==> config.mk <==
export PLATFORM = sky130hd
export DESIGN_NAME = alarm_buzzer_ctrl
export DESIGN_NICKNAME = d
export VERILOG_FILES = /design/src/rtl/alarm_buzzer_ctrl_pkg.sv /design/src/rtl/alarm_buzzer_ctrl_tone_gen.sv /design/src/rtl/alarm_buzzer_ctrl.sv
export SDC_FILE = /design/constraint.sdc
export NUM_CORES = 1
export LEC_CHECK = 0
export BUFFER_PORTS_ARGS = -buffer_cell sky130_fd_sc_hd__buf_2
export CAP_MARGIN = 0
export CORE_AREA = 2 2 87 89
export DETAILED_ROUTE_END_ITERATION = 12
export DIE_AREA = 0 0 89 91
export GPL_ROUTABILITY_DRIVEN = 0
export GPL_TIMING_DRIVEN = 0
export MAX_ROUTING_LAYER = met4
export PLACE_DENSITY = 0.59
export SLEW_MARGIN = 20
export SYNTH_ARGS = -nofsm -noshare
export SYNTH_HDL_FRONTEND = slang
export SYNTH_SLANG_ARGS = --single-unit
==> constraint.sdc <==
create_clock -name clk -period 2.75 [get_ports clk]
set_input_delay 0.55 -clock clk [delete_from_list [all_inputs] [get_ports clk]]
set_output_delay 0.55 -clock clk [all_outputs]
set_load 0.02 [all_outputs]
==> src/rtl/alarm_buzzer_ctrl_pkg.sv <==
// Shared definitions for the alarm buzzer block: state encoding, BCD time-word
// layout and the BCD validity check used to decide whether an alarm is set.
package alarm_pkg;

    // BCD time word layout {h_t, h_o, m_t, m_o, s_t, s_o}
    localparam int DIGIT_W    = 4;
    localparam int TIME_W     = 24;
    localparam int NUM_DIGITS = TIME_W / DIGIT_W;

    // LSB position of each digit inside the time word
    localparam int H_T_LSB = 20;
    localparam int H_O_LSB = 16;
    localparam int M_T_LSB = 12;
    localparam int M_O_LSB = 8;
    localparam int S_T_LSB = 4;
    localparam int S_O_LSB = 0;

    // FSM state encoding, also exported on the state port
    typedef logic [1:0] state_t;

    localparam logic [1:0] IDLE    = 2'd0;
    localparam logic [1:0] ARMED   = 2'd1;
    localparam logic [1:0] RINGING = 2'd2;
    localparam logic [1:0] SNOOZE  = 2'd3;

    // A word is valid BCD when every digit is 0..9; an unset alarm uses 4'hF digits
    function automatic logic bcd_valid(input logic [TIME_W-1:0] word);
        return (word[H_T_LSB +: DIGIT_W] <= 4'd9) &&
               (word[H_O_LSB +: DIGIT_W] <= 4'd9) &&
               (word[M_T_LSB +: DIGIT_W] <= 4'd9) &&
               (word[M_O_LSB +: DIGIT_W] <= 4'd9) &&
               (word[S_T_LSB +: DIGIT_W] <= 4'd9) &&
               (word[S_O_LSB +: DIGIT_W] <= 4'd9);
    endfunction

endpackage

==> src/rtl/alarm_buzzer_ctrl_tone_gen.sv <==
// Buzzer tone and beep cadence generator. While en is high the tone toggles
// every TONE_DIV cycles and the cadence gate toggles every CADENCE_CYC cycles,
// starting in the ON phase. While en is low both counters are parked at zero,
// the tone is held low and the cadence is pre-loaded to ON so that every new
// ring period starts with an audible beep window.
module buzz_tone_gen #(
    parameter int TONE_DIV    = 12_500,
    parameter int CADENCE_CYC = 12_500_000
) (
    input  logic clk,
    input  logic rst_n,
    input  logic en,
    output logic tone_out,
    output logic cadence_on
);

    localparam int TONE_W = (TONE_DIV > 1) ? $clog2(TONE_DIV) : 1;
    localparam int CAD_W  = (CADENCE_CYC > 1) ? $clog2(CADENCE_CYC) : 1;

    localparam logic [TONE_W-1:0] TONE_LAST = TONE_W'(TONE_DIV - 1);
    localparam logic [CAD_W-1:0]  CAD_LAST  = CAD_W'(CADENCE_CYC - 1);

    logic [TONE_W-1:0] tone_cnt;
    logic [CAD_W-1:0]  cad_cnt;

    // Tone half-period counter; restarts from zero with the tone low on every enable
    always_ff @(posedge clk or negedge rst_n) begin
        if (!rst_n) begin
            tone_cnt <= '0;
            tone_out <= 1'b0;
        end else if (!en) begin
            tone_cnt <= '0;
            tone_out <= 1'b0;
        end else if (tone_cnt == TONE_LAST) begin
            tone_cnt <= '0;
            tone_out <= ~tone_out;
        end else begin
            tone_cnt <= tone_cnt + 1'b1;
        end
    end

    // Beep on/off cadence; parked in the ON phase while disabled
    always_ff @(posedge clk or negedge rst_n) begin
        if (!rst_n) begin
            cad_cnt    <= '0;
            cadence_on <= 1'b1;
        end else if (!en) begin
            cad_cnt    <= '0;
            cadence_on <= 1'b1;
        end else if (cad_cnt == CAD_LAST) begin
            cad_cnt    <= '0;
            cadence_on <= ~cadence_on;
        end else begin
            cad_cnt <= cad_cnt + 1'b1;
        end
    end

endmodule

==> src/rtl/alarm_buzzer_ctrl.sv <==
// Alarm buzzer controller. Compares the confirmed BCD alarm word against the
// running time, rings the buzzer once per matching second, and handles the
// stop key, the unanswered-ring timeout and (optionally) snooze.
// Optional feature macro: ALARM_SNOOZE_EN. When it is not defined the SNOOZE
// state and its counters are not built and snooze_key behaves as stop_key.
module alarm_buzzer_ctrl
    import alarm_pkg::*;
#(
    parameter int TONE_DIV    = 12_500,
    parameter int CADENCE_CYC = 12_500_000,
    parameter int RING_SEC    = 60,
    parameter int SNOOZE_SEC  = 300,
    parameter int MAX_SNOOZE  = 3
) (
    input  logic              clk,
    input  logic              rst_n,
    input  logic              tick_1hz,
    input  logic [TIME_W-1:0] time_bcd,
    input  logic [TIME_W-1:0] alarm_bcd,
    input  logic              alarm_ready,
    input  logic              stop_key,
    input  logic              snooze_key,
    output logic              buzzer,
    output logic              ringing,
    output logic [1:0]        state
);

    localparam int RING_W = (RING_SEC > 1) ? $clog2(RING_SEC) : 1;
    localparam logic [RING_W-1:0] RING_LAST = RING_W'(RING_SEC - 1);

    logic              alarm_valid;
    logic              match;
    logic              match_q;
    logic              hit;
    state_t            state_q;
    state_t            state_next;
    logic [RING_W-1:0] ring_sec_q;
    logic [RING_W-1:0] ring_sec_next;
    logic              ring_done;
    logic              tone;
    logic              cadence_on;
    logic              buzzer_q;

`ifdef ALARM_SNOOZE_EN
    localparam int SNZ_W = (SNOOZE_SEC > 1) ? $clog2(SNOOZE_SEC) : 1;
    localparam int CNT_W = (MAX_SNOOZE > 0) ? $clog2(MAX_SNOOZE + 1) : 1;
    localparam logic [SNZ_W-1:0] SNZ_LAST = SNZ_W'(SNOOZE_SEC - 1);
    localparam logic [CNT_W-1:0] CNT_MAX  = CNT_W'(MAX_SNOOZE);

    logic [SNZ_W-1:0] snz_sec_q;
    logic [SNZ_W-1:0] snz_sec_next;
    logic [CNT_W-1:0] snooze_cnt_q;
    logic [CNT_W-1:0] snooze_cnt_next;
    logic             snz_done;
`endif

    // An alarm only counts once the setting stage confirms it and it is real BCD;
    // ringing is triggered by the rising edge of the match so one second rings once
    assign alarm_valid = alarm_ready & bcd_valid(alarm_bcd);
    assign match       = alarm_valid & (time_bcd == alarm_bcd);
    assign hit         = match & ~match_q;
    assign ring_done   = tick_1hz & (ring_sec_q == RING_LAST);

`ifdef ALARM_SNOOZE_EN
    assign snz_done = tick_1hz & (snz_sec_q == SNZ_LAST);
`endif

    // Next-state and second-counter logic; losing a valid alarm overrides everything,
    // then stop beats timeout, timeout beats snooze, and snooze beats a new hit
    always_comb begin
        state_next    = state_q;
        ring_sec_next = ring_sec_q;
`ifdef ALARM_SNOOZE_EN
        snz_sec_next    = snz_sec_q;
        snooze_cnt_next = snooze_cnt_q;
`endif
        if (!alarm_valid) begin
            state_next    = IDLE;
            ring_sec_next = '0;
`ifdef ALARM_SNOOZE_EN
            snz_sec_next    = '0;
            snooze_cnt_next = '0;
`endif
        end else begin
            case (state_q)
                IDLE: begin
                    state_next = ARMED;
                end
                ARMED: begin
                    if (hit) begin
                        state_next    = RINGING;
                        ring_sec_next = '0;
                    end
                end
                RINGING: begin
                    if (stop_key || ring_done) begin
                        state_next    = ARMED;
                        ring_sec_next = '0;
`ifdef ALARM_SNOOZE_EN
                        snooze_cnt_next = '0;
`endif
                    end else if (snooze_key) begin
`ifdef ALARM_SNOOZE_EN
                        if (snooze_cnt_q < CNT_MAX) begin
                            state_next      = SNOOZE;
                            ring_sec_next   = '0;
                            snz_sec_next    = '0;
                            snooze_cnt_next = snooze_cnt_q + 1'b1;
                        end else begin
                            state_next      = ARMED;
                            ring_sec_next   = '0;
                            snooze_cnt_next = '0;
                        end
`else
                        state_next    = ARMED;
                        ring_sec_next = '0;
`endif
                    end else if (tick_1hz) begin
                        ring_sec_next = ring_sec_q + 1'b1;
                    end
                end
`ifdef ALARM_SNOOZE_EN
                SNOOZE: begin
                    if (stop_key) begin
                        state_next      = ARMED;
                        snz_sec_next    = '0;
                        snooze_cnt_next = '0;
                    end else if (snz_done) begin
                        state_next    = RINGING;
                        ring_sec_next = '0;
                        snz_sec_next  = '0;
                    end else if (tick_1hz) begin
                        snz_sec_next = snz_sec_q + 1'b1;
                    end
                end
`endif
                default: begin
                    state_next = IDLE;
                end
            endcase
        end
    end

    // State, second counters and the match history register
    always_ff @(posedge clk or negedge rst_n) begin
        if (!rst_n) begin
            state_q    <= IDLE;
            ring_sec_q <= '0;
            match_q    <= 1'b0;
        end else begin
            state_q    <= state_next;
            ring_sec_q <= ring_sec_next;
            match_q    <= match;
        end
    end

`ifdef ALARM_SNOOZE_EN
    // Snooze duration counter and the per-event snooze tally
    always_ff @(posedge clk or negedge rst_n) begin
        if (!rst_n) begin
            snz_sec_q    <= '0;
            snooze_cnt_q <= '0;
        end else begin
            snz_sec_q    <= snz_sec_next;
            snooze_cnt_q <= snooze_cnt_next;
        end
    end
`endif

    buzz_tone_gen #(
        .TONE_DIV    (TONE_DIV),
        .CADENCE_CYC (CADENCE_CYC)
    ) u_tone_gen (
        .clk        (clk),
        .rst_n      (rst_n),
        .en         (state_q == RINGING),
        .tone_out   (tone),
        .cadence_on (cadence_on)
    );

    // Buzzer drive is gated with the next state so it drops in the very cycle
    // the FSM leaves RINGING instead of lingering one cycle behind it
    always_ff @(posedge clk or negedge rst_n) begin
        if (!rst_n) begin
            buzzer_q <= 1'b0;
        end else begin
            buzzer_q <= tone & cadence_on & (state_next == RINGING);
        end
    end

    assign buzzer  = buzzer_q;
    assign ringing = (state_q == RINGING);
    assign state   = state_q;

endmodule

# Word-level counts from Yosys, hierarchy flattened
# Index checks and enable logic that the tools add are counted.
# classes
n_lt_le_gt_ge	6
n_addsub	3
reduce_logical	8
bitwise_logic	9
n_eq_ne	12
muxes	19
# ops
operator	count
24-bit two-way mux	2
6-bit two-way mux	5
14-bit two-way mux	2
24-bit by 1-bit adder with 24-bit output, second input constant	1
24-bit == test	1
24-bit == test, second input constant	1
4-bit less-or-equal comparator, second input constant	6
14-bit by 1-bit adder with 14-bit output, second input constant	1
14-bit == test, second input constant	1
6-bit case mux with 2 select lines	1
2-bit two-way mux	4
6-bit by 1-bit adder with 6-bit output, second input constant	1
1-bit AND	6
6-bit == test, second input constant	1
2-bit case mux with 3 select lines	1
1-bit logical AND	5
5-bit inequality test, second input constant	1
2-bit == test, second input constant	2
1-bit two-way mux	4
2-bit inequality test, second input constant	2
3-bit by 1-bit inequality test with 1-bit output, second input constant	1
3-bit inequality test, second input constant	1
1-bit inverter	3
3-bit AND reduction	1
3 further kinds	3
# word_totals
output_inout_bits	4
inputBits	54
elab_cells	65
regBits	50

# Logic depth before layout (Yosys ltp)
# logic_depth
depth_word	14
mapped_depth	7
ltp_nobuf	6

# Hierarchy
# From an unflattened synthesis, not the netlist that was laid out.
# unflattened
cells_unflattened	307
hier_area_um2	2894.0
# modules_own_cells
mod	area_each_um2	cells_per_inst	seq_area_each_um2	instances
buzz_tone_gen	2010.7	204	1002.2	1
alarm_buzzer_ctrl	883.3	103	250.2	1

# Worst setup path before layout
# OpenSTA, ideal clock, no wires.
# synth_timing
path_type	in2reg
startpoint	in alarm_bcd[14]
endpoint	reg ring_sec_q[1]
path_buffers	0
required_ps	2622
slack_ps	928
cell_stages	5
setup_ps	128
arrival_ps	1695
path_cell_list	xnor2_1 -> nand4_1 -> nor4_4 -> a31oi_2 -> mux2_1
# synth_between
elab_chain_len	10
elab_cells_between_ends	14
cone_classes	order compare (1); eq/ne (4); mux (1); bitwise (3); reduce/logical (5)
# synth_lines
item	line	source
from (decl)	alarm_buzzer_ctrl.sv:19	input logic [TIME_W-1:0] alarm_bcd,
4-bit less-or-equal comparator	alarm_buzzer_ctrl_pkg.sv:30	(word[M_T_LSB +: DIGIT_W] <= 4'd9) &&
1-bit logical AND	alarm_buzzer_ctrl_pkg.sv:29	(word[H_O_LSB +: DIGIT_W] <= 4'd9) &&
1-bit logical AND	alarm_buzzer_ctrl_pkg.sv:30	
1-bit logical AND	alarm_buzzer_ctrl_pkg.sv:31	(word[M_O_LSB +: DIGIT_W] <= 4'd9) &&
1-bit logical AND	alarm_buzzer_ctrl_pkg.sv:32	(word[S_T_LSB +: DIGIT_W] <= 4'd9) &&
1-bit AND	alarm_buzzer_ctrl.sv:59	assign alarm_valid = alarm_ready & bcd_valid(alarm_bcd);
1-bit AND	alarm_buzzer_ctrl.sv:60	assign match = alarm_valid & (time_bcd == alarm_bcd);
1-bit AND	alarm_buzzer_ctrl.sv:61	assign hit = match & ~match_q;
3-bit inequality test (no source line)	--	
3-bit AND reduction (no source line)	--	
to (signal assigned)	alarm_buzzer_ctrl.sv:152	ring_sec_q <= ring_sec_next;
to (decl)	alarm_buzzer_ctrl.sv:37	logic [RING_W-1:0] ring_sec_q;
# Several ways; a longest one is shown, not always the timed one.
# A chain may end at the register's enable or synchronous reset.

# Final worst setup path
# layout_timing
startpoint	reg state_q[0], in the netlist state[0]
endpoint	out ringing
# layout_between
elab_chain_len	1
# layout_lines
item	line	source
from (decl)	alarm_buzzer_ctrl.sv:35	state_t state_q;
from (signal assigned)	alarm_buzzer_ctrl.sv:151	state_q <= state_next;
2-bit == test	alarm_buzzer_ctrl.sv:192	assign ringing = (state_q == RINGING);
to (decl)	alarm_buzzer_ctrl.sv:24	output logic ringing,
# No other way between the ends.

==> impl_metrics.py <==
metrics = {
    "synth": {
        "avgSynthCellArea_sq_um": 9.860,
        "synth_xor_area_frac": 0.1870,
        "yosys.area_share.simple": 0.2925,
        "synth_cells": 285,
        "ys_ff_latch": 50,
        "synth_fa_ha_area_frac": 0.01336,
        "synth_cell_types": 44,
        "synth_compound_area_frac": 0.04408,
        "synth_top_family_by_area": "simple AND/OR/NAND/NOR gates",
        "ys_seq_area_frac": 0.4457,
        "ys_async_sr_fraction": 1.000,
        "ys_warn_count": 0,
        "synthMuxAreaShare": 0.004007,
        "synth_nets": 342,
        "synthFlopType": "dfrtp_1",
        "synth_enable_flop_cells": 0,
        "synth_area_sq_mm": 0.002810,
    },
    "floorplanning": {
        "coreArea_sq_mm": 0.007137,
        "dieArea_sq_mm": 0.008099,
        "std_cell_rows": 31,
        "initial_core_util": 0.3938,
        "die_y_um": 91,
        "die_x_um": 89,
        "ioPinCount": 58,
    },
    "place": {
        "place_inst": 441,
        "numPortBuffers": 57,
        "place_ws_ps": 615.3,
        "dpl_cell_area_sq_mm": 0.003222,
        "hpwl_um": 4137,
    },
    "clocking": {
        "insertion_delay_ps": 290,
        "post_cts_buffers": 0,
        "cts.htree.levels": 2,
        "cts-root-buf": "clkbuf_8",
        "cts_tree": "yes",
        "ctsResizeCount": 0,
        "numCtsBuffers": 5,
        "cts_hold_buf": 0,
        "clk_pin_slew_ps": 90,
        "cts.sinks": 50,
        "cts_buffer_depth": 2,
    },
    "routing": {
        "firstDrtPassIters": 4,
        "wirelength_um": 5307,
        "ant_nets": 0,
        "vias": 2208,
        "routedWlPerCell_um": 11.82,
        "vias_per_cell": 4.918,
        "drtIter0Drc": 46,
        "drc": 0,
    },
    "final_layout": {
        "fill_cells": 711,
        "drive_gt1_frac": 0.2400,
        "final_cells": 449,
        "antenna_cells": 0,
        "finalCoreUtilization": 0.4642,
        "final_cell_area_sq_mm": 0.003313,
        "final_nets": 406,
        "areaGrowthSynthToFinish_pct": 17.90,
    },
    "global_route": {
        "first_global_vias": 2093,
        "grt_overflow": 0,
        "grt_pass1_wl_um": 9287,
        "antenna_found_initial": 0,
        "grt_usage": 0.1467,
        "grt_max_degree": 51,
    },
    "sta": {
        "finalSetupTns_ps": 0,
        "skew_ps": 6.795,
        "finalCritPeriodShare": 0.6910,
        "fin_ws_ps": 849.6,
        "hold_viol": 0,
        "hold_slack_ps": 262.2,
        "setup_viol": 0,
        "fmax_ghz": 0.5262,
        "fin_crit_ps": 1900,
        "rsz0062_at_grt": "false",
        "relSlewSlack": 0.5814,
        "maxSlewViolCount": 0,
        "tightestPinTransition_ps": 627.9,
    },
    "worst_setup_path": {
        "crit_type": "flip-flop to primary output",
        "reg2regPathDepth": 6,
        "crit_chain": "nand2b_1 > inv_1 > buf_2",
        "crit_path_end_kind": "primary output",
        "crit_required_ps": 2200,
        "cp_max_fo": 7,
        "cp_slowest_cell": "dfrtp_1",
        "arrival_ps": 1350,
        "cp-start-kind": "flip-flop",
        "slowest_delay_ps": 420,
    },
    "job": {
        "cap_violations": 0,
    },
    "power": {
        "leakagePower_nw": 1.424,
        "ir_drop_uv": 293.5,
        "power.density_mw_per_mm2": 385.6,
        "finalPower_mw": 1.278,
    },
    "worst_hold_path": {
        "hold_path_class": "primary input to asynchronous set/reset pin",
    },
    "status": {
        "outcome": "finished, final reports clean",
    },
}
-- flip-flops by register name, indices dropped and copies added (netlist names) --
signal                 flops
ring_sec_q                 6
match_q                    1
buzzer                     1
u_tone_gen.tone_out        1
state                      2
u_tone_gen.cadence_on      1
u_tone_gen.cad_cnt        24
u_tone_gen.tone_cnt       14
-- final cells by class --
type	instances	area [sq um]	share of cell area
multi-input cells	228	1520	0.4588
flip-flops and latches	50	1252	0.3780
repair buffers	57	287.8	0.08686
well taps	99	123.9	0.03739
clock buffers	7	86.33	0.02606
plain buffers	3	22.52	0.006798
inverters	4	15.01	0.004532
clock inverters	1	5.005	0.001511
-- metal layers --
layer  wire [um]  up-vias  track usage
met5           0        -            -
met4          56        0      0.03358
met3         296        4      0.03000
met2        2527       67       0.2394
met1        2427     1020       0.1872
li1            -     1117            -
-- worst max-delay path: cells and delay by family, from the launching register on --
kind	cells	cell delay, ps
DFF	1	420
and+or+nand+nor	1	210
buffers and inverters	2	430
-- layout by cell type, fill, tap and decap left out, types with 3 or more instances in the layout --
cell      Yosys  final
a211o_1       4      4
and2_1        3      3
and3_1        8      8
and4_1        3      3
buf_2         0     56
clkbuf_8      0      6
dfrtp_1      49     49
ha_1          3      3
inv_1         4      4
nand2_1      24     24
nand3_1       8      8
nand4_1      19     19
nor2_1       49     49
nor3_1        7      7
nor3b_1       4      4
o21ai_0       6      6
xnor2_1      35     35
xor2_1       25     25
-- worst paths after layout --
path,slack (ps),to,start
max,850,ringing,state[0]
min,260,u_tone_gen.cad_cnt[20],rst_n
max reg2reg,850,u_tone_gen.cad_cnt[5],u_tone_gen.cad_cnt[9]
min reg2reg,480,u_tone_gen.tone_cnt[0],u_tone_gen.tone_cnt[0]
max in group asynchronous,2060,u_tone_gen.cad_cnt[6],rst_n
min in group clk,480,u_tone_gen.tone_cnt[0],u_tone_gen.tone_cnt[0]
-- where the power goes --
part	internal [mW]	switching [mW]	total (mW)
combinational	0.0563	0.0529	0.109
clock	0.203	0.230	0.433
sequential	0.735	0.000348	0.735
-- cell families (layout without fill, tap and decap cells) --
kind of cell,Yosys count,after routing
xor+xnor,60,60
compound gates,16,16
flops,50,50
buf+inv,7,72
fa+ha+maj,3,3
simple gates,148,148
mux,1,1
-- synth_stat cells, drive strengths merged, types with 2 or more instances --
master	number	share of area
nand2	26	0.037
nand3	9	0.018
nor3b	4	0.011
nor4bb	2	0.0071
nor4b	2	0.0062
o21ai	6	0.011
and2	3	0.0067
nor4	3	0.016
inv	4	0.0053
xnor2	35	0.11
nor3	9	0.020
nor2	50	0.068
nand4	20	0.050
buf	2	0.0067
dfrtp	49	0.44
a211o	4	0.012
and4	3	0.0094
ha	3	0.013
xor2	25	0.078
and3	10	0.023
(Power assumes the default switching activity.)
